===== src/rtl/seq_slice_comparator_ctrl.sv =====
`timescale 1ns/1ps
`default_nettype none
// ============================================================================
//  Module   : seq_slice_comparator_ctrl
//  Purpose  : Sequential magnitude comparator. Latches two WIDTH-bit operands
//             and walks one shared SLICE-bit unsigned compare slice across
//             them, most significant slice first, stopping at the first
//             unequal slice.
//  Ports    : clk, rst          - clock, synchronous active-high reset
//             start, A, B       - compare request and operands (IDLE only)
//             busy, done        - compare in progress / one-cycle result pulse
//             A_greater_B,
//             A_equal_B,
//             A_less_B          - registered one-hot result flags
//             slices_used       - slices examined for the last result (1..NS)
//  Revision : 1.0  initial release
// ============================================================================
module seq_slice_comparator_ctrl #(
    parameter int WIDTH = 8,
    parameter int SLICE = 3,
    localparam int NS   = (WIDTH + SLICE - 1) / SLICE,
    localparam int CW   = $clog2(NS + 1)
) (
    input  logic             clk,
    input  logic             rst,
    input  logic             start,
    input  logic [WIDTH-1:0] A,
    input  logic [WIDTH-1:0] B,
    output logic             busy,
    output logic             done,
    output logic             A_greater_B,
    output logic             A_equal_B,
    output logic             A_less_B,
    output logic [CW-1:0]    slices_used
);

    // Index width is kept at least one bit so a single-slice build is legal.
    localparam int IW = (NS > 1) ? $clog2(NS) : 1;
    // Operands are widened to a whole number of slices; the top slice is
    // zero-padded identically for A and B so padding never decides a result.
    localparam int PW = NS * SLICE;

    localparam logic [IW-1:0] c_IDX_TOP = IW'(NS - 1);
    localparam logic [CW-1:0] c_NS      = CW'(NS);

    typedef enum logic [0:0] {
        ST_IDLE = 1'b0,
        ST_CMP  = 1'b1
    } state_t;

    state_t           r_state;
    logic [WIDTH-1:0] r_a;
    logic [WIDTH-1:0] r_b;
    logic [IW-1:0]    r_idx;
    logic             r_busy;
    logic             r_done;
    logic             r_gt;
    logic             r_eq;
    logic             r_lt;
    logic [CW-1:0]    r_slices;

    logic [PW-1:0]    w_a_pad;
    logic [PW-1:0]    w_b_pad;
    logic [SLICE-1:0] w_sa;
    logic [SLICE-1:0] w_sb;
    logic [CW-1:0]    w_slices;

    assign w_a_pad  = PW'(r_a);
    assign w_b_pad  = PW'(r_b);
    assign w_sa     = w_a_pad[int'(r_idx) * SLICE +: SLICE];
    assign w_sb     = w_b_pad[int'(r_idx) * SLICE +: SLICE];
    // Slices examined so far, including the one being compared this cycle.
    assign w_slices = c_NS - CW'(r_idx);

    always_ff @(posedge clk) begin
        if (rst) begin
            r_state  <= ST_IDLE;
            r_a      <= '0;
            r_b      <= '0;
            r_idx    <= '0;
            r_busy   <= 1'b0;
            r_done   <= 1'b0;
            r_gt     <= 1'b0;
            r_eq     <= 1'b0;
            r_lt     <= 1'b0;
            r_slices <= '0;
        end else begin
            // done is a single-cycle pulse; only the terminating edge raises it.
            r_done <= 1'b0;
            case (r_state)
                ST_IDLE: begin
                    if (start) begin
                        r_a      <= A;
                        r_b      <= B;
                        r_idx    <= c_IDX_TOP;
                        r_gt     <= 1'b0;
                        r_eq     <= 1'b0;
                        r_lt     <= 1'b0;
                        r_slices <= '0;
                        r_busy   <= 1'b1;
                        r_state  <= ST_CMP;
                    end
                end
                ST_CMP: begin
                    // start, A and B are deliberately not looked at here.
                    if (w_sa > w_sb) begin
                        r_gt     <= 1'b1;
                        r_slices <= w_slices;
                        r_done   <= 1'b1;
                        r_busy   <= 1'b0;
                        r_state  <= ST_IDLE;
                    end else if (w_sa < w_sb) begin
                        r_lt     <= 1'b1;
                        r_slices <= w_slices;
                        r_done   <= 1'b1;
                        r_busy   <= 1'b0;
                        r_state  <= ST_IDLE;
                    end else if (r_idx == '0) begin
                        r_eq     <= 1'b1;
                        r_slices <= c_NS;
                        r_done   <= 1'b1;
                        r_busy   <= 1'b0;
                        r_state  <= ST_IDLE;
                    end else begin
                        r_idx <= r_idx - 1'b1;
                    end
                end
                default: begin
                    r_busy  <= 1'b0;
                    r_state <= ST_IDLE;
                end
            endcase
        end
    end

    assign busy        = r_busy;
    assign done        = r_done;
    assign A_greater_B = r_gt;
    assign A_equal_B   = r_eq;
    assign A_less_B    = r_lt;
    assign slices_used = r_slices;

endmodule
`default_nettype wire


===== config.mk =====
export PLATFORM = sky130hd
export DESIGN_NAME = seq_slice_comparator_ctrl
export DESIGN_NICKNAME = d
export VERILOG_FILES = /design/src/rtl/seq_slice_comparator_ctrl.sv
export SDC_FILE = /design/constraint.sdc
export NUM_CORES = 1
export LEC_CHECK = 0
export ABC_AREA = 1
export BUFFER_PORTS_ARGS = -buffer_cell sky130_fd_sc_hd__buf_2
export CORE_MARGIN = 3
export CORE_UTILIZATION = 56
export CTS_CLUSTER_DIAMETER = 40
export DETAILED_ROUTE_END_ITERATION = 12
export HOLD_SLACK_MARGIN = 0.05
export PLACE_DENSITY = 0.82
export SYNTH_ARGS = -nofsm -noshare
export SYNTH_HDL_FRONTEND = slang
export SYNTH_SLANG_ARGS = --single-unit

===== constraint.sdc =====
create_clock -name clk -period 3.1 [get_ports clk]
set_clock_uncertainty 0.1 [all_clocks]
set_input_delay 0.155 -clock clk [delete_from_list [all_inputs] [get_ports clk]]
set_output_delay 0.155 -clock clk [all_outputs]
set_load 0.005 [all_outputs]

# Yosys cells after proc, flatten, opt, wreduce, memory -nomap -nowiden
# Cells that the tools add are included.
# classes
n_addsub	2
multipliers	1
order_cmp	2
eq_ne	8
shifts	2
n_mux	33
bitwise	1
n_reduce_logical	8
# ops
cell	n
$shiftx A9 B32 Y3	1
$mux W1	18
$mux W2	8
$pmux W1 S2	5
$shiftx A9 B5 Y3	1
$ne A2 B2 Y1 const B	4
$pmux W2 S2	2
$reduce_and A4 Y1	2
$ne A2 B1 Y1 const B	3
$reduce_and A2 Y1	3
$mul A2 B2 Y4 const B	1
$ne A4 B1 Y1 const B	1
$gt A3 B3 Y1	1
$lt A3 B3 Y1	1
$reduce_and A3 Y1	1
$logic_not A2 Y1	1
$reduce_or A2 Y1	1
$sub A2 B1 Y2 const B	1
$sub A2 B2 Y2 const A	1
$not A1 Y1	1
# word_totals
regBits	26
input_bits	19
elab_cells	67

# Longest topological paths before layout
# Gate-level depths: netlist of run 1.
# depth
word_depth	6
depth_mapped	12

# Worst setup path after synthesis of run 1
# OpenSTA, ideal clock, no wires.
# synth_path
kind	flip-flop to flip-flop
startpoint	register r_idx[0]
endpoint	register r_slices[0], in the netlist slices_used[0]
arrival_ns	1.658
setup_slack_ns	1.228
stages_incl_launch_ff	12
synth_period_minus_slack_ns	1.872
cell_sequence	dfxtp_1 > buf_2 > clkinv_1 > nor2_1 > nor2_1 > ha_1 > a21oi_1 > nand2_1 > nand3_4 > nand2_1 > nand3_1 > nand2_1
# synth_between
elab_chain_len	6
word_cells_on_any_way	12
# synth_lines
item	line	rtl
start: declaration	54	logic [IW-1:0] r_idx;
start signal: assignment	95	r_idx <= c_IDX_TOP;
start signal: assignment	125	r_idx <= r_idx - 1'b1;
$mul A2 B2 Y4	70, 71	
$shiftx A9 B32 Y3 or $shiftx A9 B5 Y3 (tied branches)	70, 71	
$lt A3 B3 Y1	112	end else if (w_sa < w_sb) begin
$mux W2	112	
$mux W2	106	if (w_sa > w_sb) begin
$pmux W2 S2	90	case (r_state)
end signal: assignment	108	r_slices <= w_slices;
end signal: assignment	114	r_slices <= w_slices;
end signal: assignment	120	r_slices <= c_NS;
end: declaration	60	logic [CW-1:0] r_slices;
# Several ways; a longest one is shown, not always the timed one.
# A chain may end at the register's enable or synchronous reset.

# Worst setup path after layout of run 1
# layout_path
startpoint	register r_idx[0]
endpoint	register r_idx[0]
# layout_between
elab_chain_len	5
word_cells_on_any_way	15
# layout_lines
item	line	rtl
$mul A2 B2 Y4 or $sub A2 B1 Y2 (tied branches)	70, 71, 125	
$shiftx A9 B32 Y3, or another cell as far along	70	assign w_sa = w_a_pad[int'(r_idx) * SLICE +: SLICE];
$lt A3 B3 Y1, or another cell as far along	112	
$ne A2 B2 Y1 (no source line) or $mux W2 (tied branches)	--	
$reduce_and A4 Y1 (no source line) or $pmux W2 S2 (tied branches)	--	
# Several ways; a longest one is shown, not always the timed one. The select of a mux whose other input is x is not followed.

==> results of run 1 <==
## final cells by class
class / count / area (um2) / area share
tap: 25 / 31.3 / 0.0208
sequential: 26 / 520 / 0.346
clock buffer: 4 / 36.3 / 0.0241
inverter: 11 / 43.8 / 0.0291
timing repair buffer: 42 / 295 / 0.196
multi-input combinational: 115 / 578 / 0.384
## routing by layer
| metal | vias to the layer above | GRT usage | wire length, um |
|---|---|---|---|
| met3 | 6 | 0.0602 | 140 |
| met2 | 32 | 0.358 | 1210 |
| met5 | - | 0 | 0 |
| met4 | 0 | 0.0742 | 38 |
| met1 | 509 | 0.265 | 1180 |
| li1 | 603 | - | - |
## cell families (layout without fill, tap and decap cells)
kind of cell	Yosys count	after routing	synth area share
adders and majority gates	4	4	0.0426
AOI/OAI and AO/OA	37	37	0.167
DFF	26	26	0.443
and+or+nand+nor	74	74	0.282
buffers and inverters	17	57	0.0660
## flip-flops by register name, summed over array words and instances, names as in the netlist
register and flops:
r_state 1, A_greater_B 1, r_idx 2, slices_used 2, A_equal_B 1, done 1, busy 1, r_a 8
A_less_B 1, r_b 8
## through the flow
| step | instance area [um2] | util | power, mW | setup slack (ps) | hold slack (ps) |
|---|---|---|---|---|---|
| floorplan | 1180 | - | 0.501 | 1230 | 124 |
| global placement | 1300 | 0.699 | 0.535 | 1080 | 254 |
| detailed placement | 1300 | 0.699 | 0.541 | 956 | 252 |
| CTS | 1510 | 0.810 | 0.726 | 945 | 147 |
| global route | 1510 | 0.810 | 0.766 | 687 | 205 |
| finish | 1510 | 0.810 | 0.722 | 936 | 148 |
## power by group
| group | internal (mW) | switching [mW] |
|---|---|---|
| Clock | 0.0720 | 0.0987 |
| Sequential | 0.362 | 0.0176 |
| Combinational | 0.0732 | 0.0991 |
| Total | 0.507 | 0.215 |
## worst max-delay path, stage by stage (launching register included)
cell and delay [ps]:
dfxtp_1 500, clkinv_1 270, nor2_1 150, o21ai_0 100
ha_1 300, nand3_1 90, nand2_1 170, nand3_4 130
a21oi_1 200, nor2_1 70
## worst paths after layout
path	start	endpoint	slack (ps)	cells after the start
setup / recovery	r_idx[0]	r_idx[0]	940	9
hold / removal	start	slices_used[1]	150	6
setup reg to reg	r_idx[0]	r_idx[0]	940	9
hold reg to reg	A_less_B	A_less_B	360	2
## timing repair
| action | CTS | global route |
|---|---|---|
| hold buffers | 17 | 0 |
| setup buffers | 0 | 0 |
| resized for setup | 0 | 0 |
| endpoints found under the hold margin | 18 | 0 |
| setup endpoints to repair | 0 | 0 |
## cell usage in the layout (no fill, tap or decap), types with 3 or more instances in the layout
| cell | instances |
|---|---|
| dlygate4sd3_1 | 17 |
| dfxtp_1 | 26 |
| ha_1 | 4 |
| nor2_1 | 45 |
| nand3_1 | 9 |
| clkbuf_4 | 3 |
| buf_2 | 25 |
| nand2_1 | 15 |
| inv_1 | 8 |
| a21oi_1 | 7 |
| o21ai_0 | 26 |
==> metrics.txt, run 1 <==
# TYPE chip_impl_metric gauge
chip_impl_info{name="grt_setup_unrepaired",value="false"} 1
chip_impl_info{name="run_status",value="complete, no violations"} 1
chip_impl_info{name="yosysTopAreaCell",value="dfxtp_1"} 1
chip_impl_metric{name="cp_data_arrival_time",unit="ps"} 2300
chip_impl_info{name="sort_of_element_at_the_start_of_the_critical_path",value="register"} 1
chip_impl_info{name="ys_dominant_reg_cell",value="dfxtp_1"} 1
chip_impl_metric{name="worstMarginPinSlew",unit="ps"} 631
chip_impl_info{name="critPathCaptureType",value="register"} 1
chip_impl_metric{name="cp_data_required_time",unit="ps"} 3230
chip_impl_metric{name="dr_total_vias",unit=""} 1150
chip_impl_metric{name="relSlewSlack",unit=""} 0.579
chip_impl_metric{name="total_power_per_unit_cell_area",unit="mW/mm2"} 480
chip_impl_metric{name="cts_max_level",unit=""} 1
chip_impl_metric{name="number_of_global_route_vias_before_repair",unit=""} 1008
chip_impl_metric{name="cts.sink_count",unit=""} 26
chip_impl_metric{name="synthesized_area",unit="mm2"} 0.00118
chip_impl_metric{name="die-area",unit="mm2"} 0.00269
chip_impl_metric{name="power.ir.vdd_worst",unit="mV"} 0.421
chip_impl_metric{name="drt.antenna.violating_nets",unit=""} 0
chip_impl_metric{name="first_iter_violations",unit=""} 30
chip_impl_metric{name="syn_nets",unit=""} 181
chip_impl_metric{name="synthesis.instances",unit=""} 158
chip_impl_metric{name="die_w",unit="um"} 51.8
chip_impl_metric{name="synth_top_area_share",unit=""} 0.443
chip_impl_metric{name="worst_path_max_fanout",unit=""} 10
chip_impl_info{name="crit_type",value="register to register"} 1
chip_impl_metric{name="rows",unit=""} 15
chip_impl_metric{name="ios",unit=""} 26
chip_impl_metric{name="viasPerCell",unit=""} 5.16
chip_impl_metric{name="synth_enable_flop_cells",unit=""} 0
chip_impl_metric{name="nFillCells",unit=""} 140
chip_impl_metric{name="grt_start_max_net_pins",unit=""} 27
chip_impl_metric{name="core_region",unit="mm2"} 0.00186
chip_impl_metric{name="post-route-period-util",unit=""} 0.698
chip_impl_metric{name="timing_hold_violations_final",unit=""} 0
chip_impl_metric{name="synth.yosys.seq_area_share",unit=""} 0.443
chip_impl_metric{name="numPlacedInstances",unit=""} 202
chip_impl_metric{name="insertion_delay",unit="ps"} 320
chip_impl_metric{name="area_growth",unit="%"} 28.0
chip_impl_info{name="type_of_the_tightest_min_delay_check",value="input port to register"} 1
chip_impl_metric{name="synth_seq_cells",unit=""} 26
chip_impl_info{name="yosys-top-cells-area",value="dfxtp_1 44%, nor2_1 14%, o21ai_0 11%, nand2_1 4.8%, ha_1 4.3%"} 1
chip_impl_metric{name="grt_pass1_wl",unit="mm"} 4.32
chip_impl_info{name="yosys-top-cells-count",value="45 x nor2_1, 26 x dfxtp_1, 26 x o21ai_0, 15 x nand2_1, 9 x nand3_1"} 1
chip_impl_metric{name="drv_slew",unit=""} 0
chip_impl_metric{name="final-setup-viol-count",unit=""} 0
chip_impl_metric{name="fmax",unit="MHz"} 462
chip_impl_metric{name="setup_tns",unit="ps"} 0
chip_impl_metric{name="number_of_cts_inserted_buffers",unit=""} 3
chip_impl_metric{name="diodes",unit=""} 0
chip_impl_metric{name="final_wtd_congestion",unit=""} 0.860
chip_impl_metric{name="detail_route.wirelength",unit="mm"} 2.57
chip_impl_metric{name="yosys_warnings",unit=""} 0
chip_impl_metric{name="maximum_number_of_buffers_from_clock_root_to_sink",unit=""} 2
chip_impl_metric{name="initial_utilization",unit=""} 0.633
chip_impl_metric{name="p_leak",unit="nW"} 0.724
chip_impl_metric{name="port_buffers",unit=""} 25
chip_impl_metric{name="async_reset_ff_frac",unit=""} 0
chip_impl_metric{name="drive_gt1_frac",unit=""} 0.172
chip_impl_info{name="post-synth-top-count-cell",value="nor2_1"} 1
chip_impl_metric{name="dp.final_hpwl",unit="mm"} 1.66
chip_impl_info{name="tritoncts",value="done"} 1
chip_impl_metric{name="minimum_clock_period_after_layout",unit="ps"} 2160
chip_impl_metric{name="final_net_count",unit=""} 222
chip_impl_metric{name="routed_wire_length_per_instance",unit="um"} 11.5
chip_impl_metric{name="synthesized_area_per_cell",unit="um2"} 7.44
chip_impl_metric{name="groute.usage.overall",unit=""} 0.216
chip_impl_metric{name="clk_pin_slew_worst_paths",unit="ps"} 130
chip_impl_metric{name="die_height",unit="um"} 51.8
chip_impl_metric{name="global_route.overflow_total",unit=""} 0
chip_impl_metric{name="distinct_cell_type_count_of_the_synthesized_netlist",unit=""} 21
chip_impl_metric{name="final_cell_count_no_fill",unit=""} 223
chip_impl_metric{name="grt_antenna_before_repair",unit=""} 0
chip_impl_info{name="cell_at_the_root_of_the_clock_tree",value="clkbuf_4"} 1
chip_impl_metric{name="drv.max_cap_violation_count",unit=""} 0
chip_impl_metric{name="detail_route.first_pass.iterations",unit=""} 4
chip_impl_metric{name="remaining_drc_errors",unit=""} 0
Power figures use the tool's default switching activity.
==> run 2: changes to the inputs <==
--- a/config.mk
+++ b/config.mk
@@ -5,14 +5,14 @@
 export SDC_FILE = /design/constraint.sdc
 export NUM_CORES = 1
 export LEC_CHECK = 0
-export ABC_AREA = 1
+export ABC_AREA = 0
 export BUFFER_PORTS_ARGS = -buffer_cell sky130_fd_sc_hd__buf_2
 export CORE_MARGIN = 3
-export CORE_UTILIZATION = 56
+export CORE_UTILIZATION = 47
 export CTS_CLUSTER_DIAMETER = 40
 export DETAILED_ROUTE_END_ITERATION = 12
 export HOLD_SLACK_MARGIN = 0.05
-export PLACE_DENSITY = 0.82
+export PLACE_DENSITY = 0.73
 export SYNTH_ARGS = -nofsm -noshare
 export SYNTH_HDL_FRONTEND = slang
 export SYNTH_SLANG_ARGS = --single-unit
==> constraint.sdc (replaced) <==
create_clock -name clk -period 1.8 [get_ports clk]
set_clock_uncertainty 0.1 [all_clocks]
set_input_delay 0.09 -clock clk [delete_from_list [all_inputs] [get_ports clk]]
set_output_delay 0.09 -clock clk [all_outputs]
set_load 0.005 [all_outputs]
==> run 2 against run 1 <==
First-iteration DRC count down 13%; largest cell class unchanged; critical path depth down 1; routed wire length up 9.5%; fmax up 3.4%; die area up 21%; clock power up 40%; largest power group unchanged; worst setup slack worse by 1200 ps; synthesized area up 3.9%; the run now ends with setup timing left.
==> metrics.txt, run 2 <==
# TYPE chip_impl_metric gauge
chip_impl_info{name="run_status",value="complete, but fails checks"} 1
chip_impl_info{name="violated_checks",value="setup timing"} 1
chip_impl_metric{name="finalPower",unit="mW"} 1.24
chip_impl_metric{name="number_of_global_route_vias_before_repair",unit=""} 1094
chip_impl_metric{name="first_iter_violations",unit=""} 26
chip_impl_info{name="yosys-top-cells-area",value="dfxtp_1 43%, nand2_1 12%, a21oi_1 9.8%, ha_1 4.1%, mux2i_1 4.1%"} 1
chip_impl_info{name="yosys-top-cells-count",value="39 x nand2_1, 26 x dfxtp_1, 24 x a21oi_1, 11 x nor2_1, 6 x buf_2"} 1
chip_impl_metric{name="detail_route.first_pass.iterations",unit=""} 4
chip_impl_metric{name="core_region",unit="mm2"} 0.00234
chip_impl_metric{name="yosys_warnings",unit=""} 0
chip_impl_metric{name="final-setup-viol-count",unit=""} 10
chip_impl_metric{name="grt_start_max_net_pins",unit=""} 29
chip_impl_metric{name="cp_data_required_time",unit="ps"} 1950
chip_impl_metric{name="total_power_per_unit_cell_area",unit="mW/mm2"} 736
chip_impl_info{name="sort_of_element_at_the_start_of_the_critical_path",value="register"} 1
chip_impl_metric{name="async_reset_ff_frac",unit=""} 0
chip_impl_metric{name="area_growth",unit="%"} 37.9
chip_impl_metric{name="grt_antenna_before_repair",unit=""} 0
chip_impl_metric{name="synthesized_area_per_cell",unit="um2"} 8.26
chip_impl_metric{name="cp_data_arrival_time",unit="ps"} 2240
chip_impl_metric{name="grt_pass1_wl",unit="mm"} 4.85
chip_impl_metric{name="relSlewSlack",unit=""} 0.648
chip_impl_metric{name="minimum_clock_period_after_layout",unit="ps"} 2090
chip_impl_metric{name="critical_path_buf_inv_count",unit=""} 1
chip_impl_metric{name="dr_total_vias",unit=""} 1143
chip_impl_metric{name="dp.final_hpwl",unit="mm"} 1.82
chip_impl_metric{name="cp_slowest_stage_delay",unit="ps"} 430
chip_impl_metric{name="clk_pin_slew_worst_paths",unit="ps"} 140
chip_impl_metric{name="rows",unit=""} 17
chip_impl_metric{name="drive_gt1_frac",unit=""} 0.314
chip_impl_metric{name="insertion_delay",unit="ps"} 320
chip_impl_metric{name="maximum_number_of_buffers_from_clock_root_to_sink",unit=""} 2
chip_impl_metric{name="p_clk_frac",unit=""} 0.192
chip_impl_metric{name="syn_nets",unit=""} 171
chip_impl_metric{name="diodes",unit=""} 0
chip_impl_info{name="most-common-layout-cells",value="37 x nand2_1, 25 x dfxtp_1, 25 x buf_2"} 1
chip_impl_metric{name="final_wtd_congestion",unit=""} 0.794
chip_impl_info{name="mostFrequentLayoutCell",value="nand2_1"} 1
chip_impl_metric{name="die_height",unit="um"} 57
chip_impl_metric{name="pre_cts_slack",unit="ps"} -391
chip_impl_metric{name="initial_utilization",unit=""} 0.522
chip_impl_info{name="crit_type",value="register to register"} 1
chip_impl_info{name="critPathCaptureType",value="register"} 1
chip_impl_metric{name="post-route-period-util",unit=""} 1.16
chip_impl_metric{name="switching_power",unit="mW"} 0.363
chip_impl_info{name="tritoncts",value="done"} 1
chip_impl_metric{name="synth.yosys.seq_area_share",unit=""} 0.426
chip_impl_info{name="cell_at_the_root_of_the_clock_tree",value="clkbuf_4"} 1
chip_impl_info{name="timing.critical_path.max_delay_family",value="multiplexers"} 1
chip_impl_metric{name="drv.max_cap_violation_count",unit=""} 0
chip_impl_metric{name="remaining_drc_errors",unit=""} 0
chip_impl_metric{name="cts.sink_count",unit=""} 26
chip_impl_metric{name="p_comb_frac",unit=""} 0.294
chip_impl_metric{name="die_w",unit="um"} 57
chip_impl_info{name="grt_setup_unrepaired",value="true"} 1
chip_impl_metric{name="distinct_cell_type_count_of_the_synthesized_netlist",unit=""} 30
chip_impl_metric{name="synth_enable_flop_cells",unit=""} 0
chip_impl_info{name="timing.critical_path.cells",value="buf_6 -> mux2_4 -> nand2_2 -> ha_4 -> nand3_4 -> nor3_4 -> mux2_4 -> a211oi_2"} 1
chip_impl_metric{name="p_int",unit="mW"} 0.877
chip_impl_metric{name="ios",unit=""} 26
chip_impl_metric{name="viasPerCell",unit=""} 5.15
chip_impl_metric{name="final_core_utilization",unit=""} 0.720
chip_impl_metric{name="synthesized_area",unit="mm2"} 0.00122
chip_impl_info{name="yosysTopAreaCell",value="dfxtp_1"} 1
chip_impl_metric{name="synth_seq_cells",unit=""} 26
chip_impl_metric{name="global_route.overflow_total",unit=""} 0
chip_impl_info{name="cpMostUsedCell",value="mux2_4"} 1
chip_impl_metric{name="finalWorstSetupSlack",unit="ps"} -293
chip_impl_metric{name="synthesis.instances",unit=""} 148
chip_impl_metric{name="detail_route.wirelength",unit="mm"} 2.82
chip_impl_info{name="largest_regs",value="r_a x8, r_b x8"} 1
chip_impl_metric{name="groute.usage.overall",unit=""} 0.190
chip_impl_metric{name="fmax",unit="MHz"} 478
chip_impl_metric{name="worstMarginPinSlew",unit="ps"} 528
chip_impl_metric{name="drv_slew",unit=""} 0
chip_impl_metric{name="worst_path_max_fanout",unit=""} 6
chip_impl_metric{name="drt.antenna.violating_nets",unit=""} 0
chip_impl_info{name="critical_path.slowest_cell",value="dfxtp_4"} 1
chip_impl_metric{name="synth_top_area_share",unit=""} 0.426
chip_impl_metric{name="pwr-share-seq",unit=""} 0.514
chip_impl_metric{name="cts_max_level",unit=""} 1
chip_impl_metric{name="die-area",unit="mm2"} 0.00325
chip_impl_metric{name="setup_tns",unit="ps"} -1480
chip_impl_info{name="ys_dominant_reg_cell",value="dfxtp_1"} 1
chip_impl_metric{name="number_of_cts_inserted_buffers",unit=""} 3
chip_impl_metric{name="port_buffers",unit=""} 25
chip_impl_metric{name="final_net_count",unit=""} 219
chip_impl_metric{name="power.ir.vdd_worst",unit="mV"} 0.527
chip_impl_metric{name="power.switching_fraction",unit=""} 0.293
chip_impl_info{name="post-synth-top-count-cell",value="nand2_1"} 1
chip_impl_metric{name="routed_wire_length_per_instance",unit="um"} 12.7
chip_impl_metric{name="p_leak",unit="nW"} 0.686
chip_impl_metric{name="timing_hold_violations_final",unit=""} 0
chip_impl_info{name="type_of_the_tightest_min_delay_check",value="input port to register"} 1
-- run 2: cell count changes in the layout (fill, tap and decap cells not counted), sizes merged, moves of 4 or more --
cell / change
nor2: -35
a21oi: +17
inv: -6
buf: +12
nand2: +24
nor3: +4
nand3: -9
mux2i: +5
o21ai: -23
-- run 2: per-layer routing --
layer	up-vias	share of wire	GRT usage
met3	4	0.023	0.0271
met2	18	0.49	0.331
li1	593	-	-
met5	-	0	0
met4	0	0.017	0.0728
met1	528	0.47	0.235
-- run 2: repair_timing --
action                                  in CTS  in global routing
pin swaps                                    2                  6
endpoints found under the setup margin      10                 10
resized for setup                            9                  5
hold endpoints to repair                    16                  0
cloned                                       0                  0
setup buffers                                2                  2
hold buffers                                16                  0
-- run 2: worst min-delay path: cells and delay by family --
kind / cells / cell delay, ps
buffers and inverters: 1 / 130
AO/OA/AOI/OAI: 1 / 70
AND/OR/NAND/NOR: 1 / 180
-- run 2: worst paths after layout --
kind | slack (ps) | end | depth (start not counted) | start
worst max register to register | -290 | r_idx[1] | 8 | r_idx[0]
worst min-delay path | 90 | r_idx[1] | 3 | start
worst min register to register | 370 | A_greater_B | 2 | A_greater_B
worst max-delay path | -290 | r_idx[1] | 8 | r_idx[0]
-- run 2: kinds of logic (layout without fill, tap and decap cells) --
logic type                 Yosys count  in the layout  synth area share
buffers and inverters               14             60            0.0532
DFF                                 26             26             0.426
adders and majority gates            4              4            0.0409
muxes                                7              7            0.0624
AOI/OAI and AO/OA                   33             33             0.164
and+or+nand+nor                     64             64             0.254
-- run 2: cell type report --
cell class	instances	area, um2
multi-input combinational	108	693
fill	168	654
sequential	26	524
timing repair buffer	53	395
tap	28	35.0
clock buffer	3	22.5
inverter	4	15.0
-- run 2: power by group through the flow --
stage          registers, mW  logic, mW  clock network [mW]
2_1_floorplan          0.643      0.218                   0
3_3_place_gp           0.651      0.298                   0
3_5_place_dp           0.652      0.305                   0
4_1_cts                0.637      0.351               0.249
5_1_grt                0.644      0.401               0.277
6_report               0.638      0.364               0.239
-- run 2: through the flow --
step,cells,hold WS (ps),area (um2)
after floorplan,148,126,1250
after global placement,200,230,1440
after detailed placement,200,238,1440
after CTS,221,74.2,1660
after global routing,222,63.1,1690
final,222,86.1,1690
